$ cat config.mk
export PLATFORM = sky130hd
export DESIGN_NAME = int_sched_flat
export DESIGN_NICKNAME = d
export VERILOG_FILES = /design/src/rtl/int_sched_pkg.sv /design/src/rtl/int_sched_if.sv /design/src/rtl/int_sync_edge.sv /design/src/rtl/int_sched.sv /design/src/flat_wrapper.sv
export SDC_FILE = /design/constraint.sdc
export NUM_CORES = 1
export LEC_CHECK = 0
export BUFFER_PORTS_ARGS = -buffer_cell sky130_fd_sc_hd__buf_2
export CAP_MARGIN = 5
export CORE_MARGIN = 2
export CORE_UTILIZATION = 48
export CTS_CLUSTER_SIZE = 40
export DETAILED_ROUTE_END_ITERATION = 7
export GPL_ROUTABILITY_DRIVEN = 0
export PLACE_DENSITY = 0.82
export REMOVE_ABC_BUFFERS = 1
export SYNTH_ARGS = -nofsm -noshare
export SYNTH_HDL_FRONTEND = slang
export SYNTH_SLANG_ARGS = --single-unit
$ cat constraint.sdc
create_clock -name CLK -period 2.67 [get_ports CLK]
set_input_delay 0.534 -clock CLK [delete_from_list [all_inputs] [get_ports CLK]]
set_output_delay 0.534 -clock CLK [all_outputs]
set_load 0.02 [all_outputs]
$ cat src/rtl/int_sched_pkg.sv
// int_sched_pkg: shared types and constants for the interrupt scheduler.
//   state_e     - scheduler FSM states
//   ADDR_*      - register window addresses on cfg_addr
//   GIE_BIT     - global interrupt enable position in the IE register
//   find_first  - lowest-index set bit (index 0 = highest priority)
package int_sched_pkg;

    typedef enum logic [1:0] {
        ST_IDLE = 2'd0,
        ST_ARB  = 2'd1,
        ST_CALL = 2'd2,
        ST_SVC  = 2'd3
    } state_e;

    localparam logic [1:0] ADDR_IE     = 2'd0;
    localparam logic [1:0] ADDR_PEND   = 2'd1;
    localparam logic [1:0] ADDR_INSVC  = 2'd2;
    localparam logic [1:0] ADDR_SWTRIG = 2'd3;

    localparam int GIE_BIT = 15;

    typedef struct packed {
        logic       found;
        logic [2:0] idx;
    } pick_t;

    function automatic pick_t find_first(input logic [7:0] v);
        pick_t p;
        p.found = 1'b0;
        p.idx   = 3'd0;
        // Scan from the top so the last hit is the lowest index.
        for (int i = 7; i >= 0; i--) begin
            if (v[i]) begin
                p.found = 1'b1;
                p.idx   = 3'(i);
            end
        end
        return p;
    endfunction

endpackage

$ cat src/rtl/int_sched_if.sv
// int_sched_if: configuration bus and control-unit handshake of int_sched.
//   cfg_we/cfg_addr/cfg_wdata -> register writes, cfg_rdata <- combinational read
//   ret                       -> return-from-interrupt pulse
//   interrupt/CallInt/int_vector/int_id <- entry sequencing to the control unit
// master: bus/control-unit side, slave: int_sched.
interface int_sched_if #(
    parameter int ADDR_W = 16
);
    logic              cfg_we;
    logic [1:0]        cfg_addr;
    logic [15:0]       cfg_wdata;
    logic [15:0]       cfg_rdata;
    logic              ret;
    logic              interrupt;
    logic              CallInt;
    logic [ADDR_W-1:0] int_vector;
    logic [2:0]        int_id;

    modport master (
        output cfg_we, cfg_addr, cfg_wdata, ret,
        input  cfg_rdata, interrupt, CallInt, int_vector, int_id
    );

    modport slave (
        input  cfg_we, cfg_addr, cfg_wdata, ret,
        output cfg_rdata, interrupt, CallInt, int_vector, int_id
    );
endinterface

$ cat src/rtl/int_sync_edge.sv
// int_sync_edge: 2-flop synchroniser plus rising-edge detector, W lines wide.
//   CLK, RSTn - clock, async active-low reset
//   async_i   - asynchronous input lines
//   rise_o    - one-cycle pulse per synchronised rising edge
module int_sync_edge #(
    parameter int W = 4
) (
    input  logic         CLK,
    input  logic         RSTn,
    input  logic [W-1:0] async_i,
    output logic [W-1:0] rise_o
);
    logic [W-1:0] sync1_q;
    logic [W-1:0] sync2_q;
    logic [W-1:0] prev_q;

    always_ff @(posedge CLK or negedge RSTn) begin
        if (!RSTn) begin
            sync1_q <= '0;
            sync2_q <= '0;
            prev_q  <= '0;
        end else begin
            sync1_q <= async_i;
            sync2_q <= sync1_q;
            prev_q  <= sync2_q;
        end
    end

    assign rise_o = sync2_q & ~prev_q;
endmodule

$ cat src/rtl/int_sched.sv
// int_sched: prioritised interrupt scheduler in front of the microcoded control unit.
//   CLK, RSTn - clock, async active-low reset
//   irq       - asynchronous rising-edge interrupt lines, index 0 highest priority
//   bus       - int_sched_if.slave: register window and control-unit handshake
// Optional build macro INT_SCHED_NESTING_EN: strictly higher-priority requests
// preempt the one in service; INSVC then holds a stack of active entries.
//
// state | meaning
// IDLE  | waiting for an eligible request with nothing in service
// ARB   | winner latched in int_id, re-checked once before committing
// CALL  | one-cycle CallInt with int_vector, PEND->INSVC transfer
// SVC   | handler running, waiting for ret
module int_sched
    import int_sched_pkg::*;
#(
    parameter int                NIRQ       = 4,
    parameter int                ADDR_W     = 16,
    parameter logic [ADDR_W-1:0] VEC_BASE   = 16'h0010,
    parameter logic [ADDR_W-1:0] VEC_STRIDE = 16'h0004
) (
    input  logic            CLK,
    input  logic            RSTn,
    input  logic [NIRQ-1:0] irq,
    int_sched_if.slave      bus
);
    state_e          state_q, state_d;
    logic [2:0]      int_id_q, int_id_d;
    logic [NIRQ-1:0] ie_q, ie_d;
    logic            gie_q, gie_d;
    logic [NIRQ-1:0] pend_q, pend_d;
    logic [NIRQ-1:0] insvc_q, insvc_d;

    logic [NIRQ-1:0] irq_rise;
    logic [NIRQ-1:0] id_mask;
    logic [NIRQ-1:0] elig_q, elig_d;
    logic [NIRQ-1:0] wmask;
    logic            wr_ie, wr_pend, wr_swtrig;
    logic            commit, ret_take;
    pick_t           win;
    logic            unused_wdata;

    int_sync_edge #(.W(NIRQ)) u_sync (
        .CLK     (CLK),
        .RSTn    (RSTn),
        .async_i (irq),
        .rise_o  (irq_rise)
    );

    assign wmask        = bus.cfg_wdata[NIRQ-1:0];
    assign wr_ie        = bus.cfg_we && (bus.cfg_addr == ADDR_IE);
    assign wr_pend      = bus.cfg_we && (bus.cfg_addr == ADDR_PEND);
    assign wr_swtrig    = bus.cfg_we && (bus.cfg_addr == ADDR_SWTRIG);
    assign unused_wdata = ^bus.cfg_wdata;

    assign id_mask  = NIRQ'(1) << int_id_q;
    assign commit   = (state_q == ST_CALL);
    assign ret_take = (state_q == ST_SVC) && bus.ret;

    always_comb begin
        ie_d    = ie_q;
        gie_d   = gie_q;
        pend_d  = pend_q;
        insvc_d = insvc_q;
        if (wr_ie) begin
            ie_d  = wmask;
            gie_d = bus.cfg_wdata[GIE_BIT];
        end
        if (wr_pend) pend_d = pend_d & ~wmask;
        if (commit)  pend_d = pend_d & ~id_mask;
        // Sets are applied last so a hardware edge beats a same-cycle clear.
        pend_d = pend_d | irq_rise;
        if (wr_swtrig) pend_d = pend_d | wmask;
        if (commit)    insvc_d = insvc_d | id_mask;
        if (ret_take)  insvc_d = insvc_d & ~id_mask;
    end

    assign elig_q = pend_q & ie_q & {NIRQ{gie_q}};
    // ARB re-checks against next-cycle register values so that a write landing
    // during ARB itself still cancels the entry.
    assign elig_d = pend_d & ie_d & {NIRQ{gie_d}};
    assign win    = find_first(8'(elig_q));

`ifdef INT_SCHED_NESTING_EN
    pick_t top;
    pick_t nxt;
    assign top = find_first(8'(insvc_q));
    assign nxt = find_first(8'(insvc_q & ~id_mask));
`endif

    always_comb begin
        state_d  = state_q;
        int_id_d = int_id_q;
        case (state_q)
            ST_IDLE: begin
                if (win.found && (insvc_q == '0)) begin
                    int_id_d = win.idx;
                    state_d  = ST_ARB;
                end
            end
            ST_ARB: begin
                if ((elig_d & id_mask) != '0) begin
                    state_d = ST_CALL;
                end else begin
`ifdef INT_SCHED_NESTING_EN
                    if (top.found) begin
                        int_id_d = top.idx;
                        state_d  = ST_SVC;
                    end else begin
                        state_d = ST_IDLE;
                    end
`else
                    state_d = ST_IDLE;
`endif
                end
            end
            ST_CALL: state_d = ST_SVC;
            ST_SVC: begin
                if (bus.ret) begin
`ifdef INT_SCHED_NESTING_EN
                    if (nxt.found) int_id_d = nxt.idx;
                    else           state_d  = ST_IDLE;
`else
                    state_d = ST_IDLE;
`endif
                end
`ifdef INT_SCHED_NESTING_EN
                else if (win.found && (!top.found || (win.idx < top.idx))) begin
                    int_id_d = win.idx;
                    state_d  = ST_ARB;
                end
`endif
            end
            default: state_d = ST_IDLE;
        endcase
    end

    always_ff @(posedge CLK or negedge RSTn) begin
        if (!RSTn) begin
            state_q  <= ST_IDLE;
            int_id_q <= '0;
            ie_q     <= '0;
            gie_q    <= 1'b0;
            pend_q   <= '0;
            insvc_q  <= '0;
        end else begin
            state_q  <= state_d;
            int_id_q <= int_id_d;
            ie_q     <= ie_d;
            gie_q    <= gie_d;
            pend_q   <= pend_d;
            insvc_q  <= insvc_d;
        end
    end

    always_comb begin
        bus.cfg_rdata = '0;
        case (bus.cfg_addr)
            ADDR_IE: begin
                bus.cfg_rdata          = 16'(ie_q);
                bus.cfg_rdata[GIE_BIT] = gie_q;
            end
            ADDR_PEND:  bus.cfg_rdata = 16'(pend_q);
            ADDR_INSVC: bus.cfg_rdata = 16'(insvc_q);
            default:    bus.cfg_rdata = '0;
        endcase
    end

    assign bus.interrupt  = (state_q == ST_ARB) || (state_q == ST_CALL);
    assign bus.CallInt    = (state_q == ST_CALL);
    assign bus.int_vector = (state_q == ST_CALL)
                          ? VEC_BASE + ADDR_W'(int_id_q) * VEC_STRIDE
                          : '0;
    assign bus.int_id     = int_id_q;
endmodule

$ cat src/flat_wrapper.sv
// flat-port wrapper written by rule: the top's interface ports become plain ports
module int_sched_flat import int_sched_pkg::*;
#(
    parameter int                NIRQ       = 4,
    parameter int                ADDR_W     = 16,
    parameter logic [ADDR_W-1:0] VEC_BASE   = 16'h0010,
    parameter logic [ADDR_W-1:0] VEC_STRIDE = 16'h0004
)
  (CLK, RSTn, irq, bus_cfg_we, bus_cfg_addr, bus_cfg_wdata, bus_ret, bus_cfg_rdata, bus_interrupt, bus_CallInt, bus_int_vector, bus_int_id);
  int_sched_if #(.ADDR_W(ADDR_W)) bus_i ();
  input  logic CLK;
  input  logic RSTn;
  input  logic [NIRQ-1:0] irq;
  input wire logic [$bits(bus_i.cfg_we)-1:0] bus_cfg_we;
  input wire logic [$bits(bus_i.cfg_addr)-1:0] bus_cfg_addr;
  input wire logic [$bits(bus_i.cfg_wdata)-1:0] bus_cfg_wdata;
  input wire logic [$bits(bus_i.ret)-1:0] bus_ret;
  output wire logic [$bits(bus_i.cfg_rdata)-1:0] bus_cfg_rdata;
  output wire logic [$bits(bus_i.interrupt)-1:0] bus_interrupt;
  output wire logic [$bits(bus_i.CallInt)-1:0] bus_CallInt;
  output wire logic [$bits(bus_i.int_vector)-1:0] bus_int_vector;
  output wire logic [$bits(bus_i.int_id)-1:0] bus_int_id;
  assign bus_i.cfg_we = bus_cfg_we;
  assign bus_i.cfg_addr = bus_cfg_addr;
  assign bus_i.cfg_wdata = bus_cfg_wdata;
  assign bus_i.ret = bus_ret;
  assign bus_cfg_rdata = bus_i.cfg_rdata;
  assign bus_interrupt = bus_i.interrupt;
  assign bus_CallInt = bus_i.CallInt;
  assign bus_int_vector = bus_i.int_vector;
  assign bus_int_id = bus_i.int_id;
  int_sched #(.NIRQ(NIRQ), .ADDR_W(ADDR_W), .VEC_BASE(VEC_BASE), .VEC_STRIDE(VEC_STRIDE)) u_core (.CLK(CLK), .RSTn(RSTn), .irq(irq), .bus(bus_i));
endmodule
==> out/summary.json, run 1 <==
{
  "outcome": {
    "outcome": "completed"
  },
  "yosys": {
    "synth_compound_area_frac": 0.124,
    "synthesis.yosys.warnings": 0,
    "combinational_family_with_the_most_area_after_synthesis": "simple AND/OR/NAND/NOR gates",
    "synth_top_cell_area_share": 0.455,
    "post-synth-top-area-cell": "dfrtp_1",
    "post_synth_edffs": 0,
    "async_reset_ff_frac": 1.00,
    "synthMuxAreaShare": 0.0769,
    "synthFlopType": "dfrtp_1",
    "post_synth_inst_count": 148,
    "netlist-cell-type-count": 33,
    "synth_simple_gate_area_frac": 0.157,
    "netlist_top_cells_area": "dfrtp_1 46%, buf_4 13%, nand2_1 3.3%, ha_1 3.1%, mux2_2 2.8%",
    "netlist_area_mm2": 0.00159,
    "post_synth_fa_ha_maj_area_fraction": 0.0314,
    "post_synth.cell_area_avg_um2": 10.8,
    "yosys_register_bits": 29,
    "share_of_synthesized_area_occupied_by_flip_flops_and_latches": 0.455,
    "yosys.area_share.xor_xnor": 0
  },
  "cells_and_area": {
    "postLayoutCoreUtil": 0.550,
    "fin_nets": 205,
    "antennaDiodeCount": 0,
    "fin_area_mm2": 0.00171,
    "fillerInstances": 283,
    "syn2layout_area_growth_pct": 7.06,
    "fraction_of_final_layout_cells_sized_beyond_drive_strength_1": 0.256,
    "final_cells": 220
  },
  "setup_path": {
    "worstReg2RegStart": "u_core.state_q[0]",
    "cp_data_required_time_ps": 2880,
    "worst-path-max-fanout": 8,
    "worstPathCellList": "inv_1 > ha_1 > or3b_1 > a311o_1 > nand2_1 > mux4_2 > o22ai_2",
    "critical_path.startpoint_type": "flop",
    "slowest_stage_cell_on_the_critical_path": "dfrtp_1",
    "path_class": "flop to flop",
    "worstPathBufferInverterCount": 1,
    "timing.critical_path.max_delay_family": "simple AND/OR/NAND/NOR gates",
    "critPathArrivalTime_ps": 2350,
    "critPathMaxStageDelay_ps": 430,
    "critical_path.startpoint": "u_core.state_q[0]",
    "cp-end-kind": "flop"
  },
  "die": {
    "boundaryPins": 63,
    "die_width_um": 61.6,
    "num_rows": 20,
    "floorplan.core_area_mm2": 0.00310,
    "die_h_um": 61.6,
    "design.die.area_mm2": 0.00380,
    "start_util": 0.514
  },
  "drt": {
    "count_of_routing_violations_after_the_opening_detailed_route_iteration": 26,
    "first_pass_iters": 4,
    "detail_route.wl_per_cell_um": 13.7,
    "routed_via_density": 5.14,
    "post-route-drc-count": 0,
    "vias": 1130,
    "drt-total-wl_um": 3020,
    "drtAntennaViolNets": 0
  },
  "power": {
    "vdd.ir_drop.worst_v": 0.000304,
    "total_leakage_power_nw": 0.810,
    "cellPowerDensity_mw_per_mm2": 537
  },
  "timing": {
    "rsz0062_at_grt": "false",
    "finalSetupTns_ps": 0,
    "measured_slew_at_the_worst_slew_check_pin_ps": 646,
    "timing_hold_violations_final": 0,
    "timing_max_transition_violations_final": 0,
    "setup_slack_ps": 522,
    "slew_headroom": 0.569,
    "maxClockFrequency_mhz": 466,
    "post-route-period-util": 0.804,
    "finalSetupViolCount": 0,
    "worst_clock_skew_ps": 12.3,
    "period_needed_ps": 2150
  },
  "clocking": {
    "cts.path.max_buffers": 2,
    "cts_buffers": 5,
    "clock_latency_reported_for_the_late_side_of_the_worst_skew_pair_ps": 330,
    "hold_buffers": 0,
    "postCtsSetupBuffers": 0,
    "numClockSinks": 29,
    "cts-root-buf": "clkbuf_4",
    "ctsResizeCount": 0,
    "clk_pin_slew_worst_paths_ps": 90,
    "cts_max_level": 2,
    "cts_tree": "yes"
  },
  "global_routing": {
    "via_count_of_the_first_global_routing_pass": 1102,
    "grt-ovfl-total": 0,
    "grt_max_degree": 30,
    "grt_pass1_wl_um": 5130,
    "grt_antenna_before_repair": 0,
    "globalRouteTotalUtil": 0.190
  },
  "worst_hold_path": {
    "timing.hold.worst.class": "input port to async pin"
  },
  "placement": {
    "pre_cts_slack_ps": 431,
    "placed_area_mm2": 0.00165,
    "dp_cells": 212,
    "dpl.hpwl_um": 2330,
    "io_buffers": 26
  },
  "flow_run": {
    "timing.max_cap.violations": 0
  }
}
[worst reg2reg max path, delay by kind of cell (launching register included)]
kind                     cells  cell delay, ps
buffers and inverters        1             120
adder cells (fa/ha/maj)      1             300
AND/OR/NAND/NOR              2             470
flip-flops                   1             430
AO/OA/AOI/OAI                2             450
multiplexers                 1             250
[cells by family after synthesis]
family                   Yosys count
AND/OR/NAND/NOR                   40
multiplexers                      10
other                              1
adder cells (fa/ha/maj)            4
flip-flops                        29
buffers and inverters             37
AO/OA/AOI/OAI                     27
[power breakdown]
part           switching (mW)  total [mW]  leakage, nW  internal [mW]
combinational           0.103       0.167        0.451         0.0642
clock                   0.157       0.256       0.0310         0.0990
sequential             0.0256       0.493        0.328          0.467
total                   0.285       0.916        0.810          0.631
[stage by stage]
stage	total power, mW	hold WS, ps
floorplan	0.608	238
global placement	0.660	332
detailed placement	0.668	337
CTS	0.928	220
global route	0.967	239
finish	0.916	216
[final cells by class]
type,instances,area (um2),share of cell area
clock buffer,5,37.5,0.0220
clock inverter,3,17.5,0.0103
inverter,7,26.3,0.0154
multi-input combinational,106,714,0.419
sequential,29,726,0.425
tap,44,55.1,0.0323
timing repair buffer,26,130,0.0762
[per-layer routing]
layer,part of all wire,track usage
met5,0,0
met3,0.067,0.0525
met4,0.017,0.100
met2,0.49,0.292
met1,0.42,0.245
[state kept, by name, summed over array words and instances (netlist names), named ones only]
| register | count |
|---|---|
| u_core.bus.int_id | 2 |
| u_core.gie_q | 1 |
| u_core.ie_q | 4 |
| u_core.insvc_q | 3 |
| u_core.pend_q | 4 |
| u_core.state_q | 1 |
| u_core.u_sync.prev_q | 4 |
| u_core.u_sync.sync1_q | 4 |
| u_core.u_sync.sync2_q | 4 |
[layout by cell type (no fill, tap or decap), types with 2 or more instances in the layout]
| master | n |
|---|---|
| conb_1 | 25 |
| a41oi_1 | 2 |
| o21ai_0 | 6 |
| clkinv_2 | 2 |
| nor3b_1 | 3 |
| nor2_1 | 2 |
| ha_1 | 4 |
| nor2b_1 | 7 |
| a22o_1 | 2 |
| and4_2 | 3 |
| inv_1 | 7 |
| o211ai_1 | 2 |
| dfrtp_1 | 29 |
| mux2_2 | 4 |
| mux2i_1 | 4 |
| clkbuf_4 | 5 |
| a21oi_1 | 6 |
| nand3_1 | 2 |
| nand3b_1 | 2 |
| buf_2 | 26 |
| nand2_1 | 14 |
| a311o_1 | 3 |
| nand4b_1 | 4 |
[synth_stat cells, types with 2 or more instances]
library cell   n
buf_2          3
nand3_1        2
nor3b_1        3
ha_1           4
a41oi_1        2
a21oi_1        6
a311o_1        3
mux2i_1        4
nand2_1       14
buf_4         27
a22o_1         2
nor2b_1        7
nand3b_1       2
and4_2         3
nand4b_1       4
nor2_1         2
o211ai_1       2
inv_1          7
dfrtp_1       29
o21ai_0        6
mux2_2         4
[worst paths after layout]
| kind | slack (ps) | cells after the start | end |
|---|---|---|---|
| hold / removal | 220 | 1 | u_core.u_sync.sync1_q[1] |
| setup / recovery | 520 | 7 | flop |
| max in group asynchronous | 2030 | 1 | u_core.u_sync.sync1_q[0] |
| setup reg to reg | 520 | 7 | flop |
| min in group CLK | 300 | 1 | u_core.u_sync.sync1_q[3] |
| hold reg to reg | 350 | 0 | u_core.u_sync.sync2_q[0] |
(Power assumes the default switching activity.)
==> inputs of run 2 (changes only) <==
- clock period: 2.67 -> 2 ns (I/O delays scaled with it)
==> out/summary.json, run 2 (same netlist as run 1, synthesis figures left out) <==
{
  "clocking": {
    "cts_buffers": {"value": 5, "change": "unchanged"},
    "clk_pin_slew_worst_paths": {"value": 90, "unit": "ps", "change": "about the same"},
    "clock_latency_reported_for_the_late_side_of_the_worst_skew_pair": {"value": 320, "unit": "ps", "change": "was 330 ps"},
    "cts_max_level": {"value": 2, "change": "unchanged"},
    "cts-root-buf": {"value": "clkbuf_4", "change": "unchanged"},
    "numClockSinks": {"value": 29, "change": "unchanged"},
    "hold_buffers": {"value": 0, "change": "unchanged"},
    "cts_tree": {"value": "yes", "change": "unchanged"},
    "cts.path.max_buffers": {"value": 2, "change": "unchanged"}
  },
  "die": {
    "die_width": {"value": 61.6, "unit": "um", "change": "unchanged"},
    "boundaryPins": {"value": 63, "change": "unchanged"},
    "floorplan.core_area": {"value": 0.00310, "unit": "mm2", "change": "unchanged"},
    "start_util": {"value": 0.514, "change": "unchanged"},
    "die_h": {"value": 61.6, "unit": "um", "change": "unchanged"},
    "design.die.area": {"value": 0.00380, "unit": "mm2", "change": "unchanged"},
    "num_rows": {"value": 20, "change": "unchanged"}
  },
  "drt": {
    "vias": {"value": 1177, "change": "was 1130"},
    "drtAntennaViolNets": {"value": 0, "change": "unchanged"},
    "count_of_routing_violations_after_the_opening_detailed_route_iteration": {"value": 27, "change": "was 26"},
    "first_pass_iters": {"value": 4, "change": "unchanged"},
    "route.met2.wl": {"value": 1520, "unit": "um", "change": "was 1480 um"},
    "wl_met3": {"value": 252, "unit": "um", "change": "was 202 um"},
    "detail_route.wl_per_cell": {"value": 13.9, "unit": "um", "change": "was 13.7 um"},
    "wl_met1": {"value": 1350, "unit": "um", "change": "was 1280 um"},
    "highest-signal-layer": {"value": "met4", "change": "unchanged"},
    "drt-total-wl": {"value": 3190, "unit": "um", "change": "was 3020 um"},
    "routed_via_density": {"value": 5.14, "change": "about the same"},
    "post-route-drc-count": {"value": 0, "change": "unchanged"}
  },
  "global_routing": {
    "grt_antenna_before_repair": {"value": 0, "change": "unchanged"},
    "globalRouteTotalUtil": {"value": 0.199, "change": "was 0.190"},
    "grt_max_degree": {"value": 30, "change": "unchanged"},
    "grt-ovfl-total": {"value": 0, "change": "unchanged"},
    "via_count_of_the_first_global_routing_pass": {"value": 1161, "change": "was 1102"},
    "grt_pass1_wl": {"value": 5320, "unit": "um", "change": "was 5130 um"}
  },
  "setup_path": {
    "worstReg2RegStart": {"value": "u_core.state_q[0]", "change": "unchanged"},
    "slowest_stage_cell_on_the_critical_path": {"value": "dfrtp_1", "change": "unchanged"},
    "worstPathCellList": {"value": "inv_2 > ha_2 > or3b_4 > a311o_1 > nand2_1 > mux4_2 > o22ai_2", "change": "was inv_1 > ha_1 > or3b_1 > a311o_1 > nand2_1 > mux4_2 > o22ai_2"},
    "critPathMaxStageDelay": {"value": 390, "unit": "ps", "change": "was 430 ps"},
    "worst-path-max-fanout": {"value": 3, "change": "was 8"},
    "cp_data_required_time": {"value": 2200, "unit": "ps", "change": "was 2880 ps"},
    "critPathArrivalTime": {"value": 2140, "unit": "ps", "change": "was 2350 ps"},
    "cp-end-kind": {"value": "flop", "change": "unchanged"},
    "timing.reg2reg.setup_slack": {"value": 60, "unit": "ps", "change": "was 520 ps"},
    "r2r_cells": {"value": 7, "change": "unchanged"},
    "path_class": {"value": "flop to flop", "change": "unchanged"},
    "critical_path.startpoint_type": {"value": "flop", "change": "unchanged"}
  },
  "timing": {
    "timing_max_transition_violations_final": {"value": 0, "change": "unchanged"},
    "finalSetupViolCount": {"value": 0, "change": "unchanged"},
    "worst_clock_skew": {"value": 6.69, "unit": "ps", "change": "was 12.3 ps"},
    "period_needed": {"value": 1940, "unit": "ps", "change": "was 2150 ps"},
    "measured_slew_at_the_worst_slew_check_pin": {"value": 641, "unit": "ps", "change": "was 646 ps"},
    "timing_hold_violations_final": {"value": 0, "change": "unchanged"},
    "maxClockFrequency": {"value": 515, "unit": "MHz", "change": "was 466 MHz"},
    "finalHoldWorstSlack": {"value": 90.7, "unit": "ps", "change": "was 216 ps"},
    "post-route-period-util": {"value": 0.970, "change": "was 0.804"},
    "slew_headroom": {"value": 0.572, "change": "was 0.569"}
  },
  "power": {
    "cellPowerDensity": {"value": 683, "unit": "mW/mm2", "change": "was 537 mW/mm2"},
    "vdd.ir_drop.worst": {"value": 0.000518, "unit": "V", "change": "was 0.000304 V"},
    "total_leakage_power": {"value": 0.856, "unit": "nW", "change": "was 0.810 nW"},
    "report.power.total": {"value": 1.21, "unit": "mW", "change": "was 0.916 mW"}
  },
  "cells_and_area": {
    "fin_nets": {"value": 214, "change": "was 205"},
    "antennaDiodeCount": {"value": 0, "change": "unchanged"},
    "fillerInstances": {"value": 267, "change": "was 283"},
    "syn2layout_area_growth": {"value": 11.2, "unit": "%", "change": "was 7.06%"},
    "most_common_library_cell_in_the_layout_ignoring_fill_and_taps": {"value": "dfrtp_1", "change": "unchanged"},
    "most-common-layout-cells": {"value": "29 x dfrtp_1, 26 x buf_2, 25 x conb_1", "change": "unchanged"},
    "fraction_of_final_layout_cells_sized_beyond_drive_strength_1": {"value": 0.292, "change": "was 0.256"}
  },
  "flow_run": {
    "timing.max_cap.violations": {"value": 0, "change": "unchanged"}
  },
  "placement": {
    "dpl.hpwl": {"value": 2410, "unit": "um", "change": "was 2330 um"},
    "io_buffers": {"value": 26, "change": "unchanged"}
  },
  "outcome": {
    "outcome": {"value": "completed", "change": "unchanged"}
  },
  "worst_hold_path": {
    "timing.hold.worst.class": {"value": "input port to async pin", "change": "unchanged"}
  }
}
run 2: cell count changes in the layout (fill, tap and decap cells not counted):
cell        before  now
inv_2            0    1
clkinv_2         2    0
or3b_1           1    0
ha_2             0    1
or3b_4           0    1
buf_4            0    9
inv_1            7    6
ha_1             4    3
clkbuf_1         0    3
clkinvlp_4       1    0
run 2: how the worst max path moves through the flow:
stage | cells after the start | end | slack, ps | startpoint
after floorplan | 7 | flop | -190 | u_core.state_q[0]
after global placement | 7 | flop | 90 | u_core.state_q[0]
after detailed placement | 7 | flop | 40 | u_core.state_q[0]
after CTS | 7 | flop | 30 | u_core.state_q[0]
after global routing | 7 | flop | -3 | u_core.state_q[0]
final | 7 | flop | 60 | u_core.state_q[0]
run 2: power by group:
part	switching (mW)	internal, mW	total [mW]
Clock	0.185	0.140	0.324
Combinational	0.139	0.0901	0.229
Sequential	0.0341	0.624	0.658
Total	0.358	0.854	1.21
run 2: area by class of cell:
type	instances	area [um2]	area share
clock buffer	8	48.8	0.0275
multi-input combinational	106	719	0.406
tap	44	55.1	0.0311
sequential	29	726	0.409
inverter	7	26.3	0.0148
timing repair buffer	35	198	0.112
run 2: timing repair:
action,in CTS,in global routing
setup buffers,0,1
gates resized for setup,0,3
hold endpoints to repair,0,0
endpoints found under the setup margin,0,2
run 2: through the flow:
stage               setup TNS (ps)  worst slack [ps]   util  instance area [um2]  cells
floorplan                     -188              -188      -                 1470    142
global placement                 0              90.6  0.552                 1710    220
detailed placement               0              43.6  0.552                 1710    220
CTS                              0              25.8  0.567                 1760    228
global route                 -3.21             -3.21  0.571                 1770    229
finish                           0              59.4  0.571                 1770    229
run 2: routing by layer:
layer,up-vias,global-route usage
met5,-,0
met4,0,0.103
met3,8,0.0735
met2,57,0.311
met1,567,0.241
li1,545,-
run 2: worst max-delay path: cells and delay by family (launching register included):
| kind | cells | cell delay [ps] |
|---|---|---|
| AND/OR/NAND/NOR | 2 | 470 |
| multiplexers | 1 | 260 |
| buffers and inverters | 1 | 80 |
| adder cells (fa/ha/maj) | 1 | 190 |
| AO/OA/AOI/OAI | 2 | 430 |
| flip-flops | 1 | 390 |
